**config.mk**
```make
export PLATFORM = sky130hd
export DESIGN_NAME = traffic_sensor_flat
export DESIGN_NICKNAME = d
export VERILOG_FILES = /design/src/rtl/traffic_sensor_if.sv /design/src/rtl/traffic_sensor.sv /design/src/flat_wrapper.sv
export SDC_FILE = /design/constraint.sdc
export NUM_CORES = 1
export LEC_CHECK = 0
export BUFFER_PORTS_ARGS = -buffer_cell sky130_fd_sc_hd__buf_4
export CELL_PAD_IN_SITES_DETAIL_PLACEMENT = 1
export CELL_PAD_IN_SITES_GLOBAL_PLACEMENT = 2
export CORE_AREA = 4 4 79 81
export CTS_BUF_LIST = sky130_fd_sc_hd__clkbuf_4 sky130_fd_sc_hd__clkbuf_8 sky130_fd_sc_hd__clkbuf_16
export DETAILED_ROUTE_END_ITERATION = 10
export DIE_AREA = 0 0 83 85
export HOLD_SLACK_MARGIN = 0.06
export PLACE_DENSITY_LB_ADDON = 0.15
export SETUP_SLACK_MARGIN = 0.4
export SYNTH_ARGS = -nofsm -noshare
export SYNTH_HDL_FRONTEND = slang
export SYNTH_SLANG_ARGS = --single-unit
```
**constraint.sdc**
```tcl
create_clock -name clk -period 2.95 [get_ports clk]
set_clock_uncertainty 0.05 [all_clocks]
set_input_delay 0.1475 -clock clk [delete_from_list [all_inputs] [get_ports clk]]
set_output_delay 0.1475 -clock clk [all_outputs]
set_load 0.03 [all_outputs]
```
**src/rtl/traffic_sensor_if.sv**
```systemverilog
// Sensor/controller bundle for traffic_sensor: arrival pulses and light states in, queue counts and flags out.
// The sensor consumes the slave modport; whoever drives the sensors and reads the counts uses master.
interface traffic_sensor_if;
    logic       m_arrive;
    logic       l_arrive;
    logic       s_arrive;
    logic       p_arrive;
    logic       siren;
    logic [3:0] m_LRYG;
    logic [2:0] s_RYG;
    logic       ped;

    logic [2:0] main_num;
    logic [2:0] left_num;
    logic [2:0] sec_num;
    logic [2:0] p_num;
    logic       m_more;
    logic       s_more;
    logic       p_more;
    logic       l_zero;
    logic [2:0] absolute_num;
    logic       s_emergency;

    modport master (
        output m_arrive, l_arrive, s_arrive, p_arrive, siren, m_LRYG, s_RYG, ped,
        input  main_num, left_num, sec_num, p_num, m_more, s_more, p_more,
               l_zero, absolute_num, s_emergency
    );

    modport slave (
        input  m_arrive, l_arrive, s_arrive, p_arrive, siren, m_LRYG, s_RYG, ped,
        output main_num, left_num, sec_num, p_num, m_more, s_more, p_more,
               l_zero, absolute_num, s_emergency
    );
endinterface

```
**src/rtl/traffic_sensor.sv**
```systemverilog
// Per-lane queue counters (main, left, secondary, pedestrian) drained while the lane shows green.
// Define TRAFFIC_SENSOR_EMERG_DET_EN to compile in the siren qualifier driving s_emergency.
module traffic_sensor #(
    parameter int DEPART_CYC = 4,
    parameter int MORE_TH    = 5,
    parameter int EMERG_HOLD = 8
) (
    input  logic              clk,
    input  logic              rst,
    traffic_sensor_if.slave   sensor_if
);

    localparam int         NL       = 4;
    localparam logic [3:0] DEP_LAST = 4'(DEPART_CYC - 1);
    localparam logic [2:0] MORE_V   = 3'(MORE_TH);
    localparam logic [3:0] HOLD_V   = 4'(EMERG_HOLD);
    localparam logic [2:0] CNT_MAX  = 3'd7;

    // Lane index order: 0 main, 1 left, 2 secondary, 3 pedestrian.
    logic [NL-1:0]      green;
    logic [NL-1:0]      arrive;
    logic [NL-1:0][2:0] cnt;

    assign green  = {sensor_if.ped, sensor_if.s_RYG[0], sensor_if.m_LRYG[3], sensor_if.m_LRYG[0]};
    assign arrive = {sensor_if.p_arrive, sensor_if.s_arrive, sensor_if.l_arrive, sensor_if.m_arrive};

    for (genvar i = 0; i < NL; i++) begin : g_lane
        logic [3:0] tmr_q, tmr_d;
        logic [2:0] cnt_q, cnt_d;
        logic       depart;

        always_comb begin
            tmr_d  = '0;
            depart = 1'b0;
            if (green[i]) begin
                if (tmr_q == DEP_LAST) begin
                    depart = 1'b1;
                end else begin
                    tmr_d = tmr_q + 4'd1;
                end
            end
        end

        // Coincident arrive and depart cancel, even at the 0 and 7 limits.
        always_comb begin
            cnt_d = cnt_q;
            case ({arrive[i], depart})
                2'b10: if (cnt_q != CNT_MAX) cnt_d = cnt_q + 3'd1;
                2'b01: if (cnt_q != 3'd0)    cnt_d = cnt_q - 3'd1;
                default: cnt_d = cnt_q;
            endcase
        end

        always_ff @(posedge clk or posedge rst) begin
            if (rst) begin
                tmr_q <= '0;
                cnt_q <= '0;
            end else begin
                tmr_q <= tmr_d;
                cnt_q <= cnt_d;
            end
        end

        assign cnt[i] = cnt_q;
    end

    assign sensor_if.main_num     = cnt[0];
    assign sensor_if.left_num     = cnt[1];
    assign sensor_if.sec_num      = cnt[2];
    assign sensor_if.p_num        = cnt[3];
    assign sensor_if.m_more       = (cnt[0] >= MORE_V);
    assign sensor_if.s_more       = (cnt[2] >= MORE_V);
    assign sensor_if.p_more       = (cnt[3] >= MORE_V);
    assign sensor_if.l_zero       = (cnt[1] == 3'd0);
    assign sensor_if.absolute_num = {cnt[0] == CNT_MAX, cnt[2] == CNT_MAX, cnt[1] == CNT_MAX};

    // Only the green bits of the light vectors matter here.
    logic [3:0] unused_lights;
    assign unused_lights = {sensor_if.m_LRYG[2:1], sensor_if.s_RYG[2:1]};

`ifdef TRAFFIC_SENSOR_EMERG_DET_EN
    logic [3:0] run_q, run_d;
    logic       emerg_q;

    always_comb begin
        run_d = '0;
        if (sensor_if.siren) begin
            run_d = (run_q == HOLD_V) ? run_q : run_q + 4'd1;
        end
    end

    always_ff @(posedge clk or posedge rst) begin
        if (rst) begin
            run_q   <= '0;
            emerg_q <= 1'b0;
        end else begin
            run_q   <= run_d;
            emerg_q <= (run_q == HOLD_V);
        end
    end

    assign sensor_if.s_emergency = emerg_q;
`else
    logic [4:0] unused_emerg;
    assign unused_emerg          = {sensor_if.siren, HOLD_V};
    assign sensor_if.s_emergency = 1'b0;
`endif

endmodule

```
**src/flat_wrapper.sv**
```systemverilog
// flat-port wrapper written by rule: the top's interface ports become plain ports
module traffic_sensor_flat 
#(
    parameter int DEPART_CYC = 4,
    parameter int MORE_TH    = 5,
    parameter int EMERG_HOLD = 8
)
  (clk, rst, sensor_if_m_arrive, sensor_if_l_arrive, sensor_if_s_arrive, sensor_if_p_arrive, sensor_if_siren, sensor_if_m_LRYG, sensor_if_s_RYG, sensor_if_ped, sensor_if_main_num, sensor_if_left_num, sensor_if_sec_num, sensor_if_p_num, sensor_if_m_more, sensor_if_s_more, sensor_if_p_more, sensor_if_l_zero, sensor_if_absolute_num, sensor_if_s_emergency);
  traffic_sensor_if sensor_if_i ();
  input  logic clk;
  input  logic rst;
  input wire logic [$bits(sensor_if_i.m_arrive)-1:0] sensor_if_m_arrive;
  input wire logic [$bits(sensor_if_i.l_arrive)-1:0] sensor_if_l_arrive;
  input wire logic [$bits(sensor_if_i.s_arrive)-1:0] sensor_if_s_arrive;
  input wire logic [$bits(sensor_if_i.p_arrive)-1:0] sensor_if_p_arrive;
  input wire logic [$bits(sensor_if_i.siren)-1:0] sensor_if_siren;
  input wire logic [$bits(sensor_if_i.m_LRYG)-1:0] sensor_if_m_LRYG;
  input wire logic [$bits(sensor_if_i.s_RYG)-1:0] sensor_if_s_RYG;
  input wire logic [$bits(sensor_if_i.ped)-1:0] sensor_if_ped;
  output wire logic [$bits(sensor_if_i.main_num)-1:0] sensor_if_main_num;
  output wire logic [$bits(sensor_if_i.left_num)-1:0] sensor_if_left_num;
  output wire logic [$bits(sensor_if_i.sec_num)-1:0] sensor_if_sec_num;
  output wire logic [$bits(sensor_if_i.p_num)-1:0] sensor_if_p_num;
  output wire logic [$bits(sensor_if_i.m_more)-1:0] sensor_if_m_more;
  output wire logic [$bits(sensor_if_i.s_more)-1:0] sensor_if_s_more;
  output wire logic [$bits(sensor_if_i.p_more)-1:0] sensor_if_p_more;
  output wire logic [$bits(sensor_if_i.l_zero)-1:0] sensor_if_l_zero;
  output wire logic [$bits(sensor_if_i.absolute_num)-1:0] sensor_if_absolute_num;
  output wire logic [$bits(sensor_if_i.s_emergency)-1:0] sensor_if_s_emergency;
  assign sensor_if_i.m_arrive = sensor_if_m_arrive;
  assign sensor_if_i.l_arrive = sensor_if_l_arrive;
  assign sensor_if_i.s_arrive = sensor_if_s_arrive;
  assign sensor_if_i.p_arrive = sensor_if_p_arrive;
  assign sensor_if_i.siren = sensor_if_siren;
  assign sensor_if_i.m_LRYG = sensor_if_m_LRYG;
  assign sensor_if_i.s_RYG = sensor_if_s_RYG;
  assign sensor_if_i.ped = sensor_if_ped;
  assign sensor_if_main_num = sensor_if_i.main_num;
  assign sensor_if_left_num = sensor_if_i.left_num;
  assign sensor_if_sec_num = sensor_if_i.sec_num;
  assign sensor_if_p_num = sensor_if_i.p_num;
  assign sensor_if_m_more = sensor_if_i.m_more;
  assign sensor_if_s_more = sensor_if_i.s_more;
  assign sensor_if_p_more = sensor_if_i.p_more;
  assign sensor_if_l_zero = sensor_if_i.l_zero;
  assign sensor_if_absolute_num = sensor_if_i.absolute_num;
  assign sensor_if_s_emergency = sensor_if_i.s_emergency;
  traffic_sensor #(.DEPART_CYC(DEPART_CYC), .MORE_TH(MORE_TH), .EMERG_HOLD(EMERG_HOLD)) u_core (.clk(clk), .rst(rst), .sensor_if(sensor_if_i));
endmodule
```
After elaboration in Yosys (flattened, before gate mapping)
Index checks and enable logic that the tools add are counted.
{"block": "word_totals", "input_bits": 15, "word_cells": 91, "reg_bits": 28, "output_inout_bits": 20}
{"block": "classes", "n_reduce_logical": 13, "eq_ne": 27, "mux": 28, "n_lt_le_gt_ge": 3, "add_sub_neg": 12}
{"operator": "$mux W4", "n": 8}
{"operator": "$mux W3", "n": 8}
{"operator": "$pmux W3 S2", "n": 4}
{"operator": "$add A4 B1 Y4 const B", "n": 4}
{"operator": "$eq A4 B2 Y1 const B", "n": 4}
{"operator": "$ne A2 B1 Y1 const B", "n": 8}
{"operator": "$add A3 B1 Y3 const B", "n": 4}
{"operator": "$ne A3 B3 Y1 const B", "n": 4}
{"operator": "$reduce_and A3 Y1", "n": 4}
{"operator": "$reduce_bool A3 Y1", "n": 4}
{"operator": "$sub A3 B1 Y3 const B", "n": 4}
{"operator": "$eq A3 B3 Y1 const B", "n": 3}
{"operator": "$ge A3 B3 Y1 const B", "n": 3}
{"operator": "$eq A2 B1 Y1 const B", "n": 4}
{"operator": "$eq A2 B2 Y1 const B", "n": 4}
{"operator": "$mux W1", "n": 8}
{"operator": "$reduce_bool A2 Y1", "n": 4}
{"operator": "$logic_not A3 Y1", "n": 1}

Longest topological paths before layout
{"block": "logic_depth", "word_depth": 6, "mapped_depth": 10, "ltp_nobuf": 10}

Worst setup path after synthesis
OpenSTA, ideal clock, no wires.
{"block": "synth_path", "path_kind": "reg-to-reg", "from": "register u_core.g_lane[2].cnt_q[0], in the netlist u_core.sensor_if.sec_num[0]", "to": "register u_core.g_lane[2].cnt_q[1], in the netlist u_core.sensor_if.sec_num[1]", "n_path_buf": 1, "path_slack_ns": 0.797, "setup_time_ns": 0.122, "stages_incl_launch_ff": 7, "arrival_ns": 1.981, "cell_sequence": "dfrtp_1 -> clkbuf_1 -> inv_1 -> fa_1 -> a31oi_1 -> nor2_1 -> a2111oi_1"}
{"block": "synth_via", "elab_chain_len": 3}
{"item": "start, declared", "line_no": "traffic_sensor.sv:29", "text": "logic [2:0] cnt_q, cnt_d;"}
{"item": "start signal, assigned", "line_no": "traffic_sensor.sv:60", "text": "cnt_q <= cnt_d;"}
{"item": "$sub A3 B1 Y3, or another cell as far along", "line_no": "traffic_sensor.sv:49", "text": "2'b01: if (cnt_q != 3'd0) cnt_d = cnt_q - 3'd1;"}
{"item": "$mux W3, or another cell as far along", "line_no": "traffic_sensor.sv:49"}
{"item": "$pmux W3 S2 / $reduce_and A3 Y1 (equally long branches)"}
Several ways; a longest one is shown, not always the timed one. The select of a mux whose other input is x is not followed.
A chain may end at the register's enable or synchronous reset.

Worst setup path after layout
{"block": "layout_path", "from": "register u_core.g_lane[2].tmr_q[0]", "to": "register u_core.g_lane[2].cnt_q[1], in the netlist u_core.sensor_if.sec_num[1]"}
{"block": "layout_via", "elab_chain_len": 6}
{"item": "start, declared", "line_no": "traffic_sensor.sv:28", "text": "logic [3:0] tmr_q, tmr_d;"}
{"item": "start signal, assigned", "line_no": "traffic_sensor.sv:59", "text": "tmr_q <= tmr_d;"}
{"item": "$eq A4 B2 Y1 *", "line_no": "traffic_sensor.sv:36", "text": "if (tmr_q == DEP_LAST) begin"}
{"item": "$mux W1 *", "line_no": "traffic_sensor.sv:36"}
{"item": "$mux W1 *", "line_no": "traffic_sensor.sv:35", "text": "if (green[i]) begin"}
{"item": "$eq A2 B1 Y1 / $eq A2 B2 Y1 (equally long branches)", "line_no": "traffic_sensor.sv:47", "text": "case ({arrive[i], depart})"}
{"item": "$ne A2 B1 Y1 (no line) / $reduce_bool A2 Y1 (equally long branches)"}
{"item": "$reduce_and A3 Y1 (no line)"}
Mark *: on every way between the ends. The rest lies on a longest branch, timed or not.

==> metrics.md <==
| Metric | Value |
|---|---|
| Leading area contributor after synthesis | `dfrtp_1` |
| Cell Chain, Critical Path | `ha_1 -> nand4bb_4 -> nor2_4 -> inv_1 -> fa_1 -> a31oi_1 -> nor2_1 -> a2111oi_1` |
| Top Ports | `35` |
| DR DRC count | `0` |
| WHS Endpoint | `u_core.g_lane[0].tmr_q[1]` |
| Critical path arrival | `2490 ps` |
| PD cells | `801 nW/um^2` |
| Synthesized Nets | `219` |
| Crit path time final | `2390 ps` |
| Vias in the first global route | `about 1.5k` |
| Worst Max-Slew Pin Slew | `around 780 ps` |
| DRT Wirelength | `4160 um` |
| Asr flop ratio synth | `100%` |
| CP max stage delay | `approximately 520 ps` |
| Slew headroom | `between 40% and 50%` |
| Max-cap viol count | `0` |
| Crit path max fanout | `9` |
| Setup Viol. Count Final | `0` |
| P_sw | `810 uW` |
| R2r setup slk | `560 ps` |
| Core Box Area | `approximately 5500 um^2` |
| Worst Reg2Reg Path Length in Cells | `8` |
| Total CTS buffers | `3` |
| Startpoint Class | `flop` |
| Worst Path Required | `around 3100 ps` |
| Initial Util | `32.7%` |
| Most frequent cells in the layout | `buf_4, dfrtp_1, inv_1` |
| Initial antenna violation count | `0` |
| Power share of the clock group | `12.2%` |
| Final hold violations | `0` |
| Pin count of the biggest net entering global routing | `19` |
| Switching share of power | `46.6%` |
| Total GRT Usage | `12.0%` |
| Root buffer cell | `clkbuf_8` |
| Worst skew pair latency | `270 ps` |
| RR Endpoint | `u_core.sensor_if.sec_num[1]` |
| Post-synthesis cell count | `approximately 190` |
| Post-Route Setup TNS | `0 ps` |
| Initial DRT Pass Iterations | `4` |
| WS Path Type | `flop to flop` |
| Clk slew on worst S/H paths | `100 ps` |
| First DRT Iteration DRCs | `54` |
| Routed Antenna Nets | `0` |
| Post-DR wirelength/cell | `14.1 um` |
| DP HPWL | `3060 um` |
| Vias post-DR | `1480` |
| Die X | `83 um` |
| RR Startpoint | `u_core.g_lane[2].tmr_q[0]` |
| Die Area | `between 7000 and 8000 um^2` |
| Avg Synthesized Cell Area | `9.32 um^2` |
| # port buffers | `28` |
| Crit path max-delay cell type | `fa_1` |
| Total gr overflow | `0` |
| Hold Path Stages | `2` |
| Sequential-to-total area share from yosys stat | `between 30% and 40%` |
| Static Leak | `0.000966 uW` |
| Worst min path class | `input port to flop` |
| Synthesized flop and latch total | `28` |
| Status | `finished clean` |
| Most used DFF post-synth | `dfrtp_1` |
| Clk buf depth | `2` |
| Slew Viols, Final | `0` |
| Ant diodes | `0` |
| Comb power frac | `51.1%` |
| Hold_sp | `sensor_if_m_LRYG[0]` |
| First-pass GRT wire length | `7130 um` |
| F_max | `0.419 GHz` |
| Yosys top cell area share | `between 30% and 40%` |
| CTS tree | `yes` |
| Die height | `85 um` |
| Fraction of layout cells with a size suffix above 1 | `18.8%` |
| Row count | `27` |
| Period utilisation layout | `80.9%` |
| CTS HTree Levels | `1` |
| Nets | `252` |
| Cell variety after synth | `45` |
| IR drop worst, VDD | `between 0.4 and 0.5 mV` |
| Layout area overhead | `21.1%` |
| CP endpoint kind | `flop` |
| Layout filler cell count | `651` |
| Gpl congestion | `0.756` |
| Worst hold slack | `67.1 ps` |
| Mapped Area | `around 1800 um^2` |
| Post-synth EDFFs | `0` |
| Clk sinks | `28` |
| Cell Int Power | `926 uW` |
| Sequential Power Share | `36.7%` |
| Vias per cell | `5.02` |
| Most common cell after layout, fill and taps aside | `buf_4` |
| Ys Warns | `0` |
| RSZ-0062 raised after global routing | `false` |
| Synth area leaders | `dfrtp_1, ha_1, inv_1, fa_1, xnor2_1` |
==> per-layer routing <==
metal	global-route usage, %	routed length (um)	vias up
met4	4.01	44	0
met1	14.9	1880	722
met5	0	0	-
met2	21.1	2080	24
met3	2.23	153	4
li1	-	-	730
==> sequential cells by signal, summed over array words and instances, names as in the netlist <==
register / count
u_core.g_lane.tmr_q: 16
u_core.sensor_if.left_num: 3
u_core.sensor_if.main_num: 3
u_core.sensor_if.p_num: 3
u_core.sensor_if.sec_num: 3
==> cell usage after synthesis, types with 5 or more instances <==
cell,number
nand3_1,6
a21oi_1,5
inv_1,17
clkbuf_1,6
dfrtp_1,28
o21ai_0,6
nor3_1,6
and2_1,8
nand2b_1,7
nor2_1,13
nand2_1,8
xnor2_1,6
a31oi_1,6
nand3b_1,6
o21ai_1,5
ha_1,9
==> layout make-up <==
type | count | area (um^2) | area share [%]
clock buffers | 3 | 41.3 | 1.91
multi-input cells | 139 | 996 | 46.0
flip-flops and latches | 28 | 701 | 32.3
inverters | 17 | 63.8 | 2.94
repair buffers | 36 | 275 | 12.7
well taps | 72 | 90.1 | 4.16
==> repair_timing <==
item / CTS / global route
setup endpoints to repair: 1 / 2
setup buffers: 0 / 5
gates resized for setup: 1 / 2
endpoints found under the hold margin: 18 / 0
pin swaps: 0 / 1
hold buffers: 2 / 0
==> logic make-up after synthesis <==
kind of cell	synth area share [%]
simple gates	26.2
compound gates	15.0
flops	39.2
buf+inv	5.87
fa+ha+maj	9.65
xor+xnor	3.92
other cells	0.210
==> critical path: cells and delay by family (launching register included) <==
family | cells | cell delay, ps
fa+ha+maj | 2 | 760
compound gates | 2 | 550
flops | 1 | 390
simple gates | 3 | 450
buf+inv | 1 | 70
==> through the flow <==
stage	util, %	power [uW]	cell area (um^2)	instances	setup slack [ps]
floorplan	-	1230	1790	192	797
global placement	37.6	1480	2060	285	592
detailed placement	37.6	1530	2060	285	393
CTS	38.7	1760	2120	290	459
global route	39.6	1890	2170	295	412
finish	39.6	1740	2170	295	563
==> power groups by stage <==
stage	sequential, uW	clock, uW	combinational, uW
2_1_floorplan	714	0	513
3_3_place_gp	632	0	844
3_5_place_dp	647	0	887
4_1_cts	639	227	891
5_1_grt	664	243	978
6_report	637	213	887
==> worst max path at each step <==
stage,from,endpoint,slack [ps],depth (start not counted)
finish,u_core.g_lane[2].tmr_q[0],u_core.sensor_if.sec_num[1],560,8
global route,u_core.g_lane[2].tmr_q[0],u_core.sensor_if.sec_num[1],410,8
CTS,u_core.g_lane[2].tmr_q[0],u_core.sensor_if.sec_num[1],460,8
detailed placement,u_core.g_lane[2].tmr_q[0],u_core.sensor_if.sec_num[1],390,8
global placement,u_core.g_lane[2].tmr_q[0],u_core.sensor_if.sec_num[1],590,8
floorplan,u_core.sensor_if.sec_num[0],u_core.sensor_if.sec_num[1],800,6
Power figures use the tool's default switching activity.
